## config.mk

```make
export PLATFORM = sky130hd
export DESIGN_NAME = iomem_router
export DESIGN_NICKNAME = d
export VERILOG_FILES = /design/src/rtl/iomem_pkg.sv /design/src/rtl/iomem_rdata_mux.sv /design/src/rtl/iomem_router.sv
export SDC_FILE = /design/constraint.sdc
export NUM_CORES = 1
export LEC_CHECK = 0
export ABC_AREA = 1
export CORE_UTILIZATION = 40
export CTS_CLUSTER_SIZE = 16
export DETAILED_ROUTE_END_ITERATION = 12
export MAX_ROUTING_LAYER = met4
export PLACE_DENSITY = 0.81
export SYNTH_ARGS = -nofsm -noshare
export SYNTH_HDL_FRONTEND = slang
export SYNTH_SLANG_ARGS = --single-unit
export TNS_END_PERCENT = 10
```

## constraint.sdc

```tcl
create_clock -name clk -period 1.75 [get_ports clk]
set_input_delay 0.35 -clock clk [delete_from_list [all_inputs] [get_ports clk]]
set_output_delay 0.35 -clock clk [all_outputs]
set_load 0.02 [all_outputs]
```

## src/rtl/iomem_pkg.sv

```systemverilog
// ---------------------------------------------------------------------------
// iomem_pkg
// Shared definitions for the picosoc iomem router:
//   - router FSM state encoding
//   - default region tag and error read-data word
//   - position of the slot-index field inside the byte address
//   - width of the downstream address bus
// ---------------------------------------------------------------------------
package iomem_pkg;

  typedef enum logic [1:0] {
    ST_IDLE   = 2'd0,
    ST_ACTIVE = 2'd1,
    ST_ERROR  = 2'd2,
    ST_DONE   = 2'd3
  } state_t;

  localparam logic [7:0]  DEF_REGION   = 8'h03;
  localparam logic [31:0] DEF_ERR_DATA = 32'hDEAD_BEEF;

  localparam int SLOT_LSB  = 16;
  localparam int SLOT_MSB  = 19;
  localparam int SLOT_W    = SLOT_MSB - SLOT_LSB + 1;

  localparam int DN_ADDR_W = 16;

endpackage

```

## src/rtl/iomem_rdata_mux.sv

```systemverilog
// ---------------------------------------------------------------------------
// iomem_rdata_mux
// NUM_SLOTS:1 multiplexer of 32-bit read-data words.
// Ports:
//   sel_i   latched slot index
//   data_i  flat per-slot read data, slot k at [32k+31:32k]
//   data_o  selected word (zero when the index is out of range)
// ---------------------------------------------------------------------------
module iomem_rdata_mux
  import iomem_pkg::*;
#(
  parameter int NUM_SLOTS = 4
) (
  input  logic [SLOT_W-1:0]       sel_i,
  input  logic [32*NUM_SLOTS-1:0] data_i,
  output logic [31:0]             data_o
);

  always_comb begin
    data_o = '0;
    for (int k = 0; k < NUM_SLOTS; k++) begin
      if (sel_i == SLOT_W'(k)) begin
        data_o = data_i[32*k +: 32];
      end
    end
  end

endmodule

```

## src/rtl/iomem_router.sv

```systemverilog
// ---------------------------------------------------------------------------
// iomem_router
// Address-decoding router and bus watchdog between the picosoc iomem master
// port and up to NUM_SLOTS peripherals. Every output is registered; a slot
// that never answers receives an error response after TIMEOUT cycles.
// Ports:
//   clk, resetn           clock, synchronous active-low reset
//   up_valid/up_ready     SoC request / one-cycle response strobe
//   up_wstrb/addr/wdata   SoC request fields (wstrb==0 means read)
//   up_rdata              response data, valid while up_ready
//   dn_valid/dn_ready     one-hot per-slot request / completion strobe
//   dn_addr/wstrb/wdata   latched request fields towards the slots
//   dn_rdata              flat per-slot read data
//   err_pulse/addr/count  error strobe, last error address, saturating count
// ---------------------------------------------------------------------------
module iomem_router
  import iomem_pkg::*;
#(
  parameter int          NUM_SLOTS = 4,
  parameter int          TIMEOUT   = 64,
  parameter logic [7:0]  REGION    = DEF_REGION,
  parameter logic [31:0] ERR_DATA  = DEF_ERR_DATA
) (
  input  logic                    clk,
  input  logic                    resetn,
  input  logic                    up_valid,
  output logic                    up_ready,
  input  logic [3:0]              up_wstrb,
  input  logic [31:0]             up_addr,
  input  logic [31:0]             up_wdata,
  output logic [31:0]             up_rdata,
  output logic [NUM_SLOTS-1:0]    dn_valid,
  input  logic [NUM_SLOTS-1:0]    dn_ready,
  output logic [DN_ADDR_W-1:0]    dn_addr,
  output logic [3:0]              dn_wstrb,
  output logic [31:0]             dn_wdata,
  input  logic [32*NUM_SLOTS-1:0] dn_rdata,
  output logic                    err_pulse,
  output logic [31:0]             err_addr,
  output logic [7:0]              err_count
);

  localparam int                CNT_W       = (TIMEOUT > 2) ? $clog2(TIMEOUT) : 1;
  localparam logic [CNT_W-1:0]  CNT_LAST    = CNT_W'(TIMEOUT - 1);
  localparam logic [SLOT_W:0]   SLOT_LIMIT  = (SLOT_W + 1)'(NUM_SLOTS);

  state_t                  state_q, state_d;
  logic [SLOT_W-1:0]       slot_q, slot_d;
  logic [CNT_W-1:0]        cnt_q, cnt_d;
  logic                    up_ready_q, up_ready_d;
  logic [31:0]             up_rdata_q, up_rdata_d;
  logic [NUM_SLOTS-1:0]    dn_valid_q, dn_valid_d;
  logic [DN_ADDR_W-1:0]    dn_addr_q, dn_addr_d;
  logic [3:0]              dn_wstrb_q, dn_wstrb_d;
  logic [31:0]             dn_wdata_q, dn_wdata_d;
  logic                    err_pulse_q, err_pulse_d;
  logic [31:0]             err_addr_q, err_addr_d;
  logic [7:0]              err_count_q, err_count_d;

  logic [SLOT_W-1:0]       req_slot;
  logic                    claimed;
  logic                    slot_ok;
  logic                    sel_ready;
  logic [31:0]             slot_rdata;

  assign req_slot = up_addr[SLOT_MSB:SLOT_LSB];
  assign claimed  = up_valid && (up_addr[31:24] == REGION);
  assign slot_ok  = {1'b0, req_slot} < SLOT_LIMIT;

  // dn_valid_q is one-hot on the selected slot while ACTIVE, so masking with
  // it discards strobes from every other slot.
  assign sel_ready = |(dn_ready & dn_valid_q);

  iomem_rdata_mux #(
    .NUM_SLOTS (NUM_SLOTS)
  ) u_rdata_mux (
    .sel_i  (slot_q),
    .data_i (dn_rdata),
    .data_o (slot_rdata)
  );

  always_comb begin
    state_d     = state_q;
    slot_d      = slot_q;
    cnt_d       = cnt_q;
    up_ready_d  = up_ready_q;
    up_rdata_d  = up_rdata_q;
    dn_valid_d  = dn_valid_q;
    dn_addr_d   = dn_addr_q;
    dn_wstrb_d  = dn_wstrb_q;
    dn_wdata_d  = dn_wdata_q;
    err_pulse_d = err_pulse_q;
    err_addr_d  = err_addr_q;
    err_count_d = err_count_q;

    unique case (state_q)
      ST_IDLE: begin
        if (claimed) begin
          if (slot_ok) begin
            slot_d     = req_slot;
            dn_addr_d  = up_addr[DN_ADDR_W-1:0];
            dn_wstrb_d = up_wstrb;
            dn_wdata_d = up_wdata;
            dn_valid_d = NUM_SLOTS'(1) << req_slot;
            cnt_d      = '0;
            state_d    = ST_ACTIVE;
          end else begin
            state_d    = ST_ERROR;
          end
        end
      end
      ST_ACTIVE: begin
        // A completion in the final timeout cycle still counts as success.
        if (sel_ready) begin
          up_rdata_d = slot_rdata;
          up_ready_d = 1'b1;
          dn_valid_d = '0;
          state_d    = ST_DONE;
        end else if (cnt_q == CNT_LAST) begin
          dn_valid_d = '0;
          state_d    = ST_ERROR;
        end else begin
          cnt_d      = cnt_q + CNT_W'(1);
        end
      end
      ST_ERROR: begin
        // up_valid is still held here, so up_addr names the failed request.
        up_ready_d  = 1'b1;
        up_rdata_d  = ERR_DATA;
        err_pulse_d = 1'b1;
        err_addr_d  = up_addr;
        err_count_d = (err_count_q == 8'hFF) ? 8'hFF : err_count_q + 8'd1;
        state_d     = ST_DONE;
      end
      ST_DONE: begin
        up_ready_d  = 1'b0;
        err_pulse_d = 1'b0;
        state_d     = ST_IDLE;
      end
      default: begin
        state_d = ST_IDLE;
      end
    endcase
  end

  always_ff @(posedge clk) begin
    if (!resetn) begin
      state_q     <= ST_IDLE;
      slot_q      <= '0;
      cnt_q       <= '0;
      up_ready_q  <= 1'b0;
      up_rdata_q  <= '0;
      dn_valid_q  <= '0;
      dn_addr_q   <= '0;
      dn_wstrb_q  <= '0;
      dn_wdata_q  <= '0;
      err_pulse_q <= 1'b0;
      err_addr_q  <= '0;
      err_count_q <= '0;
    end else begin
      state_q     <= state_d;
      slot_q      <= slot_d;
      cnt_q       <= cnt_d;
      up_ready_q  <= up_ready_d;
      up_rdata_q  <= up_rdata_d;
      dn_valid_q  <= dn_valid_d;
      dn_addr_q   <= dn_addr_d;
      dn_wstrb_q  <= dn_wstrb_d;
      dn_wdata_q  <= dn_wdata_d;
      err_pulse_q <= err_pulse_d;
      err_addr_q  <= err_addr_d;
      err_count_q <= err_count_d;
    end
  end

  assign up_ready  = up_ready_q;
  assign up_rdata  = up_rdata_q;
  assign dn_valid  = dn_valid_q;
  assign dn_addr   = dn_addr_q;
  assign dn_wstrb  = dn_wstrb_q;
  assign dn_wdata  = dn_wdata_q;
  assign err_pulse = err_pulse_q;
  assign err_addr  = err_addr_q;
  assign err_count = err_count_q;

endmodule

```

Word level (Yosys, flattened, before mapping). Index checks and enable logic that the tools add are counted. W data, S select, Z words.

Div/mod/pow operators: 0. $add $sub $neg: 2. $lt $le $gt $ge: 1. Shift-type cells: 1. Multiply operators: 0. Reductions and logical operators: 14. Mux-type cells: 25. Equality and inequality tests: 15. Bitwise logic cells: 1.

Operators with widths (count): $mux W32 (5); $pmux W32 S2 (1); $mux W6 (4); $mux W4 (4); $pmux W6 S2 (1); $ne A2 B2 Y1 const B (5); $add A8 B1 Y8 const B (1); $eq A4 B2 Y1 const B (2); $eq A8 B2 Y1 const B (1); $eq A8 B8 Y1 const B (1); $mux W2 (4); $mux W8 (1); $pmux W2 S4 (1); $pmux W4 S2 (1); $add A6 B1 Y6 const B (1); $eq A6 B6 Y1 const B (1); $reduce_and A2 Y1 (3); $reduce_bool A2 Y1 (3); $reduce_and A5 Y1 (1); $and A4 B4 Y4 (1); $eq A2 B2 Y1 const B (2); $eq A4 B1 Y1 const B (1); $logic_not A4 Y1 (1); $lt A4 B3 Y1 const B (1); 12 further kinds (12).

Bits in latches: 0. Memory bits (read-only): 0. Output and inout bits: 130. RAM bits: 0. Flip-flop bits (word level): 142. Memories: 0.

Logic depth before layout (Yosys ltp). Gate-level depths: netlist (run 1).

Depth in word-level cells: 7. Depth in mapped cells: 11.

Hierarchy. Synthesis (run 1) repeated with hierarchy kept, for this count alone.

Cells, all modules: 911. Area, all modules: 6526.3 µm².

Modules (own cells, without submodules): iomem_router (cells an instance 717, area an instance 5439.0 µm², instances 1); iomem_rdata_mux (cells an instance 194, area an instance 1087.3 µm², instances 1).

Worst setup path before layout (run 1). OpenSTA, ideal clock, no wires.

Kind: register -> register. From: register state_q[0]. To: register up_rdata_q[10], in the netlist up_rdata[10]. Period minus slack after synthesis: 1.567 ns. Slack: 0.183 ns. Arrival time: 1.450 ns. Data required time: 1.633 ns. Path buffers: 3. Cell stages (with the launch flop): 11. Cell sequence: dfxtp_1 inv_1 ha_1 buf_2 inv_2 o21ai_2 buf_4 inv_2 buf_4 nor3_1 nor2_1.

Word-level cells in the longest chain between the ends: 3.

RTL lines: start: declaration (line iomem_router.sv:47) `state_t state_q, state_d;`; start signal: assignment (line iomem_router.sv:161) `state_q <= state_d;`; $eq A2 B1 Y1 / $eq A2 B2 Y1 (equally long branches) (line iomem_router.sv:96) `unique case (state_q)`; $ne A2 B2 Y1 (no line) / $reduce_bool A2 Y1 (equally long branches); $reduce_and A2 Y1 (no line); end signal: assignment (line iomem_router.sv:165) `up_rdata_q <= up_rdata_d;`; end: declaration (line iomem_router.sv:51) `logic [31:0] up_rdata_q, up_rdata_d;`.

Several ways; a longest one is shown, not always the timed one. A chain may end at the register's enable or synchronous reset.

Worst setup path in the final report (run 1).
From: register dn_wstrb_q[3], in the netlist dn_wstrb[3]. To: output port dn_wstrb[3].

RTL lines: start: declaration (line iomem_router.sv:54) `logic [3:0] dn_wstrb_q, dn_wstrb_d;`; start signal: assignment (line iomem_router.sv:168) `dn_wstrb_q <= dn_wstrb_d;`; end: declaration (line iomem_router.sv:35) `output logic [3:0] dn_wstrb,`.

No word-level cell between the ends.

==> flow_summary.toml, run 1 <==
[cells_and_area]
drive_gt1_share_pct = 7.10
fillers = 1306
syn2layout_area_growth_pct = 67.4
mostFrequentLayoutCell = "clkdlybuf4s50_1"
fin_area_sq_um = 10700
final_cell_mix = "clkdlybuf4s50_1 (250), nor2_1 (209), nand2_1 (145), dfxtp_1 (140), o21ai_0 (117)"
fin_nets = 1451

[setup_path]
r2r-end = "err_count[5]"
cp.arrival_ns = 1.38
reg2reg_depth = 7
slowest_delay_ns = 0.63
crit_slowest_cell = "clkdlybuf4s50_1"
path_class = "reg2out"
cp_max_fo = 2
cp.required_ns = 1.40
path_delay_family = "buffers and inverters"
reg2reg_from = "state_q[0]"
ff2ff_setup_slack_ns = 0.11
path_cells = "clkdlybuf4s50_1"
cp-start-kind = "flop"
cp.depth = 1
cp-end-kind = "output pin"
critical_path_buf_inv_count = 1

[clock_tree]
cts-buffers-inserted = 17
h-tree-depth = 4
cts-hold-fix-buffers = 0
root_buffer = "clkbuf_16"
cts_tree = "built"
clock-sinks = 142
clk_path_buf_depth = 2
worstSkewPairLatency_ns = 0.42
path_clk_slew_ns = 0.06

[yosys]
synth_compound_area_share_pct = 16.2
avgSynthCellArea_sq_um = 7.02
synth-seq-cells = 142
synthMuxAreaShare_pct = 0
synthTopCellsByArea = "dfxtp_1 (44%), nor2_1 (12%), o21ai_0 (9.1%), nand2_1 (8.5%), a21oi_1 (5.9%)"
synthSimpleGateAreaFrac_pct = 30.2
synth_warnings = 0
synth-edff-count = 0
synth_largest_area_cell = "dfxtp_1"
ys.flop_type = "dfxtp_1"
yosysTopAreaCellShare_pct = 44.4
async_reset_ff_share_pct = 0
synth_top_family_by_area = "simple AND/OR/NAND/NOR gates"
ys_types = 34
synth_nets = 1122
synthAdderAreaFrac_pct = 1.37
netlist_instances = 912
synth_xor_area_share_pct = 0.547
syn-cell-area_sq_um = 6400
ys_seq_area_share_pct = 44.4

[timing]
period_needed_ns = 1.73
max_slew_margin_pct = 67.9
worstMarginPinSlew_ns = 0.480
grt_setup_unrepaired = "true"
setup_viol = 0
fin_crit_sh_pct = 98.6
slew_viol_final = 0
fmax_mhz = 579
skew_ns = 0.00582
setup_ws_ns = 0.0239
hold_viol = 0

[floorplanning]
floorplan.initialDensity_pct = 41.5
fp.dieH_microns = 129
fp-row-count = 45
dieArea_sq_um = 16500
io_pins = 333
core-area_sq_um = 15400
die_x_microns = 129

[power_and_ir_drop]
leakage_nw = 5.28
power_density_nw_per_um2 = 1020
ir_worst_vdd_mv = 0.854
finalPower_mw = 11.0

[place]
dpl.hpwl_mm = 16.4
globalplace.congestion = 0.845
port_buffers = 332
dpl-instance-area_sq_um = 10000
dp_slack_ns = -0.227

[worst_hold_path]
min_from = "resetn"
hold_path.class = "in2reg"
hold-path-cell-count = 3
hold_path_end = "up_rdata[14]"

[grt]
grt_pass1_wl_mm = 35.1
grt-ovfl-total = 0
track_usage_pct = 28.0
first_global_vias = 7054
grt_start_max_net_pins = 116
antenna_found_initial = 1

[routing]
finalWirelength_mm = 23.0
wl_per_cell_microns = 15.7
drt-initial-drc-count = 381
drc = 0
routed-via-count = 7344
drtPass1Iterations = 5
via_per_inst = 5.01
drtAntennaViolNets = 0

[flow_run]
cap_violations = 0

[status]
run_status = "complete, no violations"
[cell families (layout without fill, tap and decap cells)]
group,Yosys count,after routing
AND/OR/NAND/NOR,458,458
AO/OA/AOI/OAI,202,202
flip-flops,142,142
buffers and inverters,99,440
adder cells (fa/ha/maj),7,7
XOR/XNOR,4,4
other,0,1
[sequential cells by signal, summed over array words and instances, names as in the netlist]
signal,count
err_pulse,1
slot_q,4
err_addr,32
up_rdata,32
err_count,8
dn_valid,4
state_q,2
dn_addr,16
dn_wdata,32
cnt_q,6
dn_wstrb,4
up_ready,1
[cells in the mapped netlist (7+ instances only)]
cell type	instances
nand3_1	66
o21ai_0	117
nor3_1	12
dfxtp_1	142
nand4_1	8
a21oi_1	75
ha_1	7
inv_1	35
buf_2	24
nand2_1	145
clkbuf_1	20
buf_4	7
nor2_1	210
[where the power goes]
group / switching, mW / internal, mW / total, mW
combinational: 1.94 / 1.62 / 3.56
sequential: 0.229 / 3.69 / 3.92
clock: 1.31 / 2.15 / 3.47
[worst register-to-register path, stage by stage (launching register included)]
cell     delay, ns
dfxtp_4       0.37
inv_2         0.07
ha_1          0.22
inv_2         0.15
buf_4         0.36
nor2_1        0.12
o21ai_0       0.21
inv_1         0.06
[metrics by stage]
| step | hold slack (ns) | util [%] | TNS, ns | cells |
|---|---|---|---|---|
| after global placement | 0.452 | 65.1 | -11.62 | 1432 |
| after global routing | 0.378 | 69.5 | -0.0510 | 1465 |
| after CTS | 0.357 | 68.4 | 0 | 1463 |
| after detailed placement | 0.457 | 65.1 | -15.06 | 1432 |
| after floorplan | 0.470 | - | 0 | 912 |
| final | 0.360 | 69.5 | 0 | 1465 |
[worst max path at each step]
stage                 startpoint      endpoint  slack (ns)
finish               dn_wstrb[3]   dn_wstrb[3]        0.02
global route          state_q[0]    state_q[0]       -0.02
CTS                 up_rdata[15]  up_rdata[15]      0.0008
detailed placement   up_addr[24]   dn_wstrb[2]       -0.23
global placement     up_addr[24]  dn_wdata[10]       -0.17
floorplan             state_q[0]  up_rdata[10]        0.18
[routing by layer]
layer / vias up / track usage, % / routed length [microns]
li1: 3642 / - / -
met4: 0 / 14.0 / 773
met5: - / - / 0
met3: 56 / 8.90 / 2190
met1: 3339 / 30.4 / 9050
met2: 307 / 46.2 / 10900
[repair_timing]
action,CTS,global route
pin swaps,0,1
setup buffers,0,1
resized for setup,40,55
endpoints found under the setup margin,40,137
[layout make-up]
class | instances | area [sq um] | area share (%)
Sequential cell | 142 | 2850 | 26.6
Antenna cell | 1 | 2.50 | 0.0233
Clock buffer | 24 | 472 | 4.40
Inverter | 41 | 154 | 1.44
Timing Repair Buffer | 368 | 3750 | 35.0
Clock inverter | 7 | 87.6 | 0.817
Tap cell | 211 | 264 | 2.46
Multi-Input combinational cell | 671 | 3140 | 29.3
Power figures use the tool's default switching activity.
==> run 2, diff against run 1 <==
- CELL_PAD_IN_SITES_DETAIL_PLACEMENT: default -> 1
- CELL_PAD_IN_SITES_GLOBAL_PLACEMENT: default -> 2
- CORE_ASPECT_RATIO: default -> 1.25
- CORE_UTILIZATION: 40 -> 20
- PLACE_DENSITY: 0.81 -> default
- PLACE_DENSITY_LB_ADDON: default -> 0.1
- RECOVER_POWER: default -> 50
- SKIP_CTS_REPAIR_TIMING: default -> 1
==> run 2 against run 1 <==
Effect of this change: first-iteration DRC count decreased by 37%; final area grew 7.4%; global-route usage is 9.7 points lower; non-clock buffer count rose by 17; worst hold slack got worse by 0.13 ns; clock skew rose by 0.0051 ns; die area grew 98%; register-to-register slack is essentially flat; routed wire length rose by 28%; via count rose by 0.53%; combinational power is 7.6% higher; core utilization is 33 points lower.
==> flow_summary.toml, run 2 (synthesis results as in run 1) <==
[status]
run_status = "complete, no violations"

[timing]
fin_crit_sh_pct = 97.8
skew_ns = 0.0109
fmax_mhz = 584
setup_viol = 0
hold_viol = 0
slew_viol_final = 0
period_needed_ns = 1.71
max_slew_margin_pct = 72.6
worstMarginPinSlew_ns = 0.411
setup_ws_ns = 0.0389

[grt]
grt_pass1_wl_mm = 44.4
antenna_found_initial = 2
first_global_vias = 7727
track_usage_pct = 18.4
grt-ovfl-total = 0
grt_start_max_net_pins = 63

[routing]
drt-initial-drc-count = 240
wl_per_cell_microns = 17.4
drc = 0
via_per_inst = 4.39
drtAntennaViolNets = 0
routed-via-count = 7383
drtPass1Iterations = 5
finalWirelength_mm = 29.3

[setup_path]
path_delay_family = "buffers and inverters"
cp_max_fo = 2
path_class = "reg2out"
cp-end-kind = "output pin"
r2r-end = "up_rdata[8]"
critical_path_buf_inv_count = 1
cp-start-kind = "flop"
cp.arrival_ns = 1.36
slowest_delay_ns = 0.61
startpoint = "err_addr[23]"
reg2reg_from = "state_q[0]"
crit_slowest_cell = "clkdlybuf4s50_1"
reg2reg_depth = 9
cp.required_ns = 1.40
ff2ff_setup_slack_ns = 0.12
path_cells = "clkdlybuf4s50_1"

[clock_tree]
h-tree-depth = 4
cts_tree = "built"
root_buffer = "clkbuf_16"
path_clk_slew_ns = 0.06
worstSkewPairLatency_ns = 0.43
clk_path_buf_depth = 2
clock-sinks = 142
cts-buffers-inserted = 17

[place]
dpl.hpwl_mm = 20.9
port_buffers = 332
dpl-instance-area_sq_um = 10400
dp_slack_ns = -0.321
placed_cells = 1642
globalplace.congestion = 0.756

[worst_hold_path]
hold_path.class = "in2reg"
min_from = "resetn"
hold-path-cell-count = 3
hold_path_end = "slot_q[0]"

[floorplanning]
dieArea_sq_um = 32700
io_pins = 333
fp-row-count = 72
core-area_sq_um = 31300
floorplan.initialDensity_pct = 20.5
die_x_microns = 162
fp.dieH_microns = 202

[power_and_ir_drop]
power_density_nw_per_um2 = 1020
finalPower_mw = 11.8
leakage_nw = 6.83
ir_worst_vdd_mv = 0.542

[cells_and_area]
syn2layout_area_growth_pct = 79.8
mostFrequentLayoutCell = "nor2_1"
fillers = 3735
fin_area_sq_um = 11500
fin_util_pct = 36.8
drive_gt1_share_pct = 9.13
final_cell_mix = "nor2_1 (208), clkdlybuf4s50_1 (202), nand2_1 (142), dfxtp_1 (141), dlymetal6s2s_1 (129)"
final_cell_count_no_fill = 1680
fin_nets = 1468
multi_input_area_sq_um = 3160
register_area_sq_um = 2840

[flow_run]
cap_violations = 0
-- run 2: cell types whose count changed in the layout (fill, tap and decap cells not counted), moves of 16 or more --
cell             delta
dlymetal6s2s_1     +88
dlygate4sd2_1      -40
clkdlybuf4s50_1    -48
buf_4              +16
-- run 2: power by group --
part	internal [mW]	switching [mW]
sequential	3.69	0.219
combinational	1.76	2.08
clock	2.45	1.59
total	7.90	3.89
-- run 2: stage by stage --
step | setup TNS, ns | hold slack [ns]
final | 0 | 0.229
after global routing | -0.00529 | 0.222
after CTS | -3.46 | 0.204
after detailed placement | -24.38 | 0.458
after global placement | -20.34 | 0.455
after floorplan | 0 | 0.470
-- run 2: layout make-up --
class                   count  share of cell area (%)
diodes                      2                  0.0435
clock buffers              18                    3.81
clock inverters            14                    1.79
inverters                  41                    1.38
multi-input cells         671                    27.4
flip-flops and latches    142                    24.7
well taps                 407                    4.42
repair buffers            385                    36.4
-- run 2: per-layer routing --
layer	GRT usage, %	wire [microns]
met5	-	0
met4	4.89	322
met3	6.36	2390
met2	31.9	14600
met1	19.6	11900
-- run 2: how the worst max path moves through the flow --
stage,endpoint,cells past startpoint
2_1_floorplan,up_rdata[10],10
3_3_place_gp,cnt_q[3],9
3_5_place_dp,dn_addr[11],8
4_1_cts,err_count[1],1
5_1_grt,up_rdata[4],9
6_report,err_addr[23],1
